## config.mk

```make
export PLATFORM = sky130hd
export DESIGN_NAME = sram_arbiter_flat
export DESIGN_NICKNAME = d
export VERILOG_FILES = /design/src/rtl/sram_arbiter_if.sv /design/src/rtl/sram_arbiter.sv /design/src/flat_wrapper.sv
export SDC_FILE = /design/constraint.sdc
export NUM_CORES = 1
export LEC_CHECK = 0
export ABC_AREA = 0
export CAP_MARGIN = 20
export CORE_MARGIN = 2
export CORE_UTILIZATION = 34
export CTS_CLUSTER_DIAMETER = 50
export DETAILED_ROUTE_END_ITERATION = 12
export GPL_ROUTABILITY_DRIVEN = 0
export HOLD_SLACK_MARGIN = 0.1
export PLACE_DENSITY = 0.78
export SLEW_MARGIN = 20
export SYNTH_ARGS = -nofsm -noshare
export SYNTH_HDL_FRONTEND = slang
export SYNTH_SLANG_ARGS = --single-unit
```

## constraint.sdc

```tcl
create_clock -name clk -period 2 [get_ports clk]
set_input_delay 0.4 -clock clk [delete_from_list [all_inputs] [get_ports clk]]
set_output_delay 0.4 -clock clk [all_outputs]
set_load 0.01 [all_outputs]
```

## src/rtl/sram_arbiter_if.sv

```systemverilog
// Requester-side command/return bundle for the SRAM arbiter.
// The master modport is the requester, the slave modport is the arbiter.
interface sram_arbiter_if #(
  parameter int ADDR_W = 32,
  parameter int DATA_W = 32
);
  logic              req;
  logic              we;
  logic [ADDR_W-1:0] addr;
  logic [3:0]        sel;
  logic [DATA_W-1:0] wdata;
  logic              gnt;
  logic              rvalid;
  logic [DATA_W-1:0] rdata;

  modport master (
    output req, we, addr, sel, wdata,
    input  gnt, rvalid, rdata
  );

  modport slave (
    input  req, we, addr, sel, wdata,
    output gnt, rvalid, rdata
  );
endinterface

```

## src/rtl/sram_arbiter.sv

```systemverilog
// Two-requester SRAM port arbiter: weighted round-robin with burst limit,
// one registered command per cycle, in-order tagged read returns.
module sram_arbiter #(
  parameter int ADDR_W    = 32,
  parameter int DATA_W    = 32,
  parameter int MAX_BURST = 4
) (
  input  logic              clk,
  input  logic              rst,
  sram_arbiter_if.slave     m0,
  sram_arbiter_if.slave     m1,
  output logic              sram_ce_o,
  output logic              sram_we_o,
  output logic [ADDR_W-1:0] sram_addr_o,
  output logic [3:0]        sram_sel_o,
  output logic [DATA_W-1:0] sram_data_o,
  input  logic [DATA_W-1:0] sram_data_i
);

  localparam logic [3:0] BURST_LIM = 4'(MAX_BURST);

  logic              last_grant;
  logic [3:0]        burst_cnt;
  logic              keep;
  logic              pick;
  logic              any_gnt;
  logic              cmd_we;
  logic [ADDR_W-1:0] cmd_addr;
  logic [3:0]        cmd_sel;
  logic [DATA_W-1:0] cmd_wdata;
  logic              rd_v;
  logic              rd_tag;
  logic              ret_v;
  logic              ret_tag;

  // burst_cnt==0 only right after reset: no burst yet, so m0 wins first
  assign keep = (burst_cnt != 4'd0) && (burst_cnt < BURST_LIM);

  always_comb begin
    any_gnt = 1'b0;
    pick    = 1'b0;
    unique case (1'b1)
      (m0.req && m1.req): begin
        any_gnt = 1'b1;
        pick    = keep ? last_grant : ~last_grant;
      end
      (m0.req && !m1.req): begin
        any_gnt = 1'b1;
        pick    = 1'b0;
      end
      (!m0.req && m1.req): begin
        any_gnt = 1'b1;
        pick    = 1'b1;
      end
      default: begin
        any_gnt = 1'b0;
        pick    = 1'b0;
      end
    endcase
  end

  assign m0.gnt = any_gnt & ~pick;
  assign m1.gnt = any_gnt & pick;

  assign cmd_we    = pick ? m1.we    : m0.we;
  assign cmd_addr  = pick ? m1.addr  : m0.addr;
  assign cmd_sel   = pick ? m1.sel   : m0.sel;
  assign cmd_wdata = pick ? m1.wdata : m0.wdata;

  always_ff @(posedge clk or negedge rst) begin
    if (!rst) begin
      last_grant  <= 1'b1;
      burst_cnt   <= 4'd0;
      sram_ce_o   <= 1'b0;
      sram_we_o   <= 1'b0;
      sram_addr_o <= '0;
      sram_sel_o  <= '0;
      sram_data_o <= '0;
      rd_v        <= 1'b0;
      rd_tag      <= 1'b0;
      ret_v       <= 1'b0;
      ret_tag     <= 1'b0;
    end else begin
      sram_ce_o <= any_gnt;
      rd_v      <= any_gnt & ~cmd_we;
      rd_tag    <= pick;
      ret_v     <= rd_v;
      ret_tag   <= rd_tag;
      if (any_gnt) begin
        sram_we_o   <= cmd_we;
        sram_addr_o <= cmd_addr;
        sram_sel_o  <= cmd_sel;
        sram_data_o <= cmd_wdata;
        last_grant  <= pick;
        if (pick == last_grant)
          burst_cnt <= (burst_cnt == 4'hF) ? 4'hF
                                           : burst_cnt + 4'd1;
        else
          burst_cnt <= 4'd1;
      end
    end
  end

  assign m0.rvalid = ret_v & ~ret_tag;
  assign m1.rvalid = ret_v & ret_tag;
  assign m0.rdata  = sram_data_i;
  assign m1.rdata  = sram_data_i;

endmodule

```

## src/flat_wrapper.sv

```systemverilog
// flat-port wrapper written by rule: the top's interface ports become plain ports
module sram_arbiter_flat 
#(
  parameter int ADDR_W    = 32,
  parameter int DATA_W    = 32,
  parameter int MAX_BURST = 4
)
  (clk, rst, sram_ce_o, sram_we_o, sram_addr_o, sram_sel_o, sram_data_o, sram_data_i, m0_req, m0_we, m0_addr, m0_sel, m0_wdata, m0_gnt, m0_rvalid, m0_rdata, m1_req, m1_we, m1_addr, m1_sel, m1_wdata, m1_gnt, m1_rvalid, m1_rdata);
  sram_arbiter_if #(.ADDR_W(ADDR_W), .DATA_W(DATA_W)) m0_i ();
  sram_arbiter_if #(.ADDR_W(ADDR_W), .DATA_W(DATA_W)) m1_i ();
  input  logic clk;
  input  logic rst;
  output logic sram_ce_o;
  output logic sram_we_o;
  output logic [ADDR_W-1:0] sram_addr_o;
  output logic [3:0] sram_sel_o;
  output logic [DATA_W-1:0] sram_data_o;
  input  logic [DATA_W-1:0] sram_data_i;
  input wire logic [$bits(m0_i.req)-1:0] m0_req;
  input wire logic [$bits(m0_i.we)-1:0] m0_we;
  input wire logic [$bits(m0_i.addr)-1:0] m0_addr;
  input wire logic [$bits(m0_i.sel)-1:0] m0_sel;
  input wire logic [$bits(m0_i.wdata)-1:0] m0_wdata;
  output wire logic [$bits(m0_i.gnt)-1:0] m0_gnt;
  output wire logic [$bits(m0_i.rvalid)-1:0] m0_rvalid;
  output wire logic [$bits(m0_i.rdata)-1:0] m0_rdata;
  input wire logic [$bits(m1_i.req)-1:0] m1_req;
  input wire logic [$bits(m1_i.we)-1:0] m1_we;
  input wire logic [$bits(m1_i.addr)-1:0] m1_addr;
  input wire logic [$bits(m1_i.sel)-1:0] m1_sel;
  input wire logic [$bits(m1_i.wdata)-1:0] m1_wdata;
  output wire logic [$bits(m1_i.gnt)-1:0] m1_gnt;
  output wire logic [$bits(m1_i.rvalid)-1:0] m1_rvalid;
  output wire logic [$bits(m1_i.rdata)-1:0] m1_rdata;
  assign m0_i.req = m0_req;
  assign m0_i.we = m0_we;
  assign m0_i.addr = m0_addr;
  assign m0_i.sel = m0_sel;
  assign m0_i.wdata = m0_wdata;
  assign m0_gnt = m0_i.gnt;
  assign m0_rvalid = m0_i.rvalid;
  assign m0_rdata = m0_i.rdata;
  assign m1_i.req = m1_req;
  assign m1_i.we = m1_we;
  assign m1_i.addr = m1_addr;
  assign m1_i.sel = m1_sel;
  assign m1_i.wdata = m1_wdata;
  assign m1_gnt = m1_i.gnt;
  assign m1_rvalid = m1_i.rvalid;
  assign m1_rdata = m1_i.rdata;
  sram_arbiter #(.ADDR_W(ADDR_W), .DATA_W(DATA_W), .MAX_BURST(MAX_BURST)) u_core (.clk(clk), .rst(rst), .m0(m0_i), .m1(m1_i), .sram_ce_o(sram_ce_o), .sram_we_o(sram_we_o), .sram_addr_o(sram_addr_o), .sram_sel_o(sram_sel_o), .sram_data_o(sram_data_o), .sram_data_i(sram_data_i));
endmodule
```

==> Word level (Yosys, flattened, before mapping) <==
Index checks and enable logic that the tools add are counted.
{ "word_totals": {"reg_bits": 79, "in_bits": 174, "out_inout_bits": 138, "wordCells": 41} }
{ "op_classes": {"n_addsub": 1, "order_cmp": 1, "eq_ne": 2, "mux": 9, "n_bitwise": 9, "n_reduce_logical": 8} }
{ "op_table": {"columns": ["op", "n"], "rows": [
  ["2-to-1 mux 32 bit", 2],
  ["2-to-1 mux 4 bit", 3],
  ["bitwise AND 1 bit", 5],
  ["adder 4 x 1 -> 4 bit, second input constant", 1],
  ["== test 4 bit, second input constant", 1],
  ["logical AND 1 bit", 4],
  ["less-than comparator 4 x 3 -> 1 bit, second input constant", 1],
  ["NOT 1 bit", 4],
  ["nonzero test 4 bit", 1],
  ["2-to-1 mux 1 bit", 3],
  ["OR reduction 3 bit", 1],
  ["zero test 1 bit", 2],
  ["case mux 1 bit (2 select lines)", 1],
  ["== test 1 bit", 1]
]} }

==> Longest topological paths before layout <==
{ "depth": {"word_depth": 7, "depth_mapped": 7, "ltp_nobuf": 5} }

==> Worst setup path after synthesis <==
Ideal clock, no wire load.
{ "synth_path": {"kind": "register -> output", "start": "register u_core.burst_cnt[0]", "end": "output port m0_gnt", "arrival_ps": 1524, "required_time_ps": 1600, "path_slack_ps": 76, "stages_incl_launch_ff": 6, "path_buffers": 1, "cell_sequence": "dfrtp_1 -> inv_1 -> ha_1 -> or4_4 -> a31oi_4 -> buf_2"} }
{ "synth_via": {"elab_chain_cells": 6, "elab_cells_between_ends": 7, "cone_classes": "order compare (1); mux (2); bitwise (2); reduce/logical (2)"} }
{ "synth_lines": {"columns": ["item", "line_no", "rtl"], "rows": [
  ["from (decl)", "sram_arbiter.sv:23", "logic [3:0] burst_cnt;"],
  ["from (signal assigned)", "sram_arbiter.sv:96", "burst_cnt <= (burst_cnt == 4'hF) ? 4'hF"],
  ["less-than comparator 4 x 3 -> 1 bit / nonzero test 4 bit (equally long branches)", "sram_arbiter.sv:37", "assign keep = (burst_cnt != 4'd0) && (burst_cnt < BURST_LIM);"],
  ["logical AND 1 bit (*)", "sram_arbiter.sv:37", null],
  ["2-to-1 mux 1 bit (*)", "sram_arbiter.sv:45", "pick = keep ? last_grant : ~last_grant;"],
  ["case mux 1 bit (2 select lines) (*)", "sram_arbiter.sv:42", "unique case (1'b1)"],
  ["NOT 1 bit (*)", "sram_arbiter.sv:62", "assign m0.gnt = any_gnt & ~pick;"],
  ["bitwise AND 1 bit (*)", "sram_arbiter.sv:62", null],
  ["to (decl)", "flat_wrapper.sv:24", "output wire logic [$bits(m0_i.gnt)-1:0] m0_gnt;"]
]} }
Every way passes the cells marked *; elsewhere a longest branch is shown, timed or not.

==> Final worst setup path <==
Same ends and word-level chain as after synthesis.

==> flow_summary.toml <==
[global_routing]
grt_pass1_vias = 4520
track_usage = 0.178
grt_antenna_before_repair = 0
grt_pass1_wl_mm = 22.9
overflow = 0
grt_max_degree = 83

[clocking]
cts.sinks = 79
cts_tree = "built"
root_buffer = "clkbuf_16"
clkTransAtPathRegs_ps = 60
clock_latency_ps = 340
clk_path_buf_depth = 2
h-tree-depth = 3
cts_buffers = 9

[drt]
vias = 4438
final_antenna_net_count = 0
post-route-drc-count = 0
drt_iter0_drc = 322
drtPass1Iterations = 5
routed_wl_mm = 14.4
routedWlPerCell_um = 17.4
vias_per_cell = 5.35

[timing]
fmax_mhz = 465
rsz0062_at_grt = "true"
timing.final.crit_share = 1.08
fin_setup_tns_ps = -3680
worst_slack_ps = -152
fin_hold_ws_ps = 347
skew_ps = 7.61
hold_violations = 0
tightest_slew_ps = 825
period_needed_ps = 2150
max_slew_margin = 0.443
setup_violations = 42
drv_slew = 0

[worst_setup_path]
regToRegStartpoint = "u_core.burst_cnt[0]$_DFFE_PN0N_"
required_ps = 1600
cp_max_fo = 4
worst_setup_path_start_kind = "flop"
crit_path_end_kind = "primary output"
crit_arrival_ps = 1750
critical_path_class = "reg2out"
reg2reg_depth = 7
r2r_setup_slack_ps = -110
r2r-end = "u_core.sram_we_o$_DFFE_PN0N_"

[yosys]
synth_edf_count = 0
yosysWarningCount = 0
yosys_register_bits = 79
syn_avg_cell_area_sq_um = 10.1
yosysTopAreaCell = "dfrtp_1"
synthesis.nets = 675
synthesis.area_sq_mm = 0.00504
yosysTopAreaCellShare = 0.387
synth_area_leaders = "dfrtp_1, a221o_1, mux2i_1"
synthArstFlopShare = 1.00
syn_inst = 499
ys_seq_area_frac = 0.392
ys.flop_type = "dfrtp_1"
ys_types = 35

[final_layout]
fin_nets = 816
layout_commonest_cell = "clkdlybuf4s50_1"
area_growth_pct = 43.6
drive_gt1_frac = 0.0698
antennaDiodeCount = 0
fillers = 1357
mostFrequentLayoutCells = "clkdlybuf4s50_1, dfrtp_1, nor2_1, and2_1"

[min_path]
holdPathEnd = "u_core.ret_tag$_DFF_PN0_"
min_from = "u_core.rd_tag$_DFF_PN0_"
min_path_type = "reg2reg"
hold_depth = 0

[floorplanning]
start_util = 0.347
core-area_sq_mm = 0.0145
chipHeight_um = 126
design.die.area_sq_mm = 0.0158
pin_count = 312
rows = 44
die-width_um = 126

[job]
maxCapViolations = 0

[pwr]
ir_drop_uv = 816
total_power_mw = 8.19
p_leak_nw = 3.10
cellPowerDensity_mw_per_mm2 = 1130

[status]
outcome = "complete, but fails checks"
violations = "setup timing"

[placed_design]
port_buffers = 215
hpwl_mm = 10.2
synthesized netlist by cell type, types with 2 or more instances:
master / number
and3_1: 3
ha_1: 2
dfrtp_1: 78
nor2_1: 71
a31oi_1: 3
buf_2: 14
buf_6: 9
nand3b_1: 2
mux2i_1: 68
and2_1: 70
nor2b_1: 3
clkbuf_1: 17
buf_4: 64
a21oi_1: 2
inv_1: 5
nand2_1: 2
a221o_1: 68
registers in the layout, summed over array words and instances, names as in the netlist:
register            flops
u_core.burst_cnt        4
u_core.last_grant       1
u_core.rd_tag           1
u_core.rd_v             1
u_core.ret_tag          1
u_core.ret_v            1
u_core.sram_addr_o     32
u_core.sram_ce_o        1
u_core.sram_data_o     32
u_core.sram_sel_o       4
u_core.sram_we_o        1
routing by layer:
| metal | part of all wire | up-vias | wire length (um) | track usage |
|---|---|---|---|---|
| met5 | 0 | - | 0 | 0 |
| met4 | 0.028 | 0 | 410 | 0.0840 |
| li1 | - | 2016 | - | - |
| met2 | 0.46 | 210 | 6610 | 0.281 |
| met1 | 0.42 | 2161 | 6110 | 0.224 |
| met3 | 0.089 | 51 | 1290 | 0.0535 |
power breakdown:
| group | switching [mW] | leakage, nW | internal [mW] |
|---|---|---|---|
| Sequential | 0.352 | 0.938 | 2.19 |
| Combinational | 1.80 | 2.02 | 2.20 |
| Clock | 0.641 | 0.144 | 1.00 |
| Total | 2.80 | 3.10 | 5.39 |
what timing repair did:
action | in CTS | in global routing
setup endpoints to repair | 59 | 50
buffers inserted | 1 | 0
hold buffers | 1 | 0
hold endpoints to repair | 35 | 0
resized for setup | 10 | 2
pin swaps | 1 | 0
worst max path at each step:
stage,start,end,slack (ps),cells after the start
floorplan,u_core.burst_cnt[0]$_DFFE_PN0N_,m0_gnt,80,5
global placement,u_core.burst_cnt[0]$_DFFE_PN0N_,m0_gnt,-230,5
detailed placement,u_core.burst_cnt[0]$_DFFE_PN0N_,m0_gnt,-270,5
CTS,u_core.burst_cnt[0]$_DFFE_PN0N_,m0_gnt,-160,5
global route,u_core.burst_cnt[0]$_DFFE_PN0N_,m0_gnt,-240,5
finish,u_core.burst_cnt[0]$_DFFE_PN0N_,m0_gnt,-150,5
layout make-up:
cell class                 instances  area (sq um)  area share
tap                              184           230      0.0318
clock inverter                     3          43.8     0.00605
clock buffer                      13           250      0.0346
sequential                        79          1980       0.273
inverter                           5          18.8     0.00259
timing repair buffer             235          2380       0.328
multi-input combinational        310          2340       0.324
per-stage QoR:
stage          cell area [sq um]  setup slack (ps)   util  std cells
2_1_floorplan               5040              76.4      -        499
4_1_cts                     7250              -160  0.499        829
5_1_grt                     7240              -238  0.498        829
3_3_place_gp                6920              -233  0.476        811
3_5_place_dp                6920              -272  0.476        811
6_report                    7240              -152  0.498        829
cell families after synthesis:
family,synth area share
buffers and inverters,0.146
AO/OA/AOI/OAI,0.163
multiplexers,0.137
AND/OR/NAND/NOR,0.156
flip-flops,0.392
adder cells (fa/ha/maj),0.00496
critical path, stage by stage (launching register included):
cell	delay, ps
dfrtp_1	380
inv_2	60
ha_4	170
or4_4	430
a31oi_4	210
buf_2	160
Power figures use the tool's default switching activity.
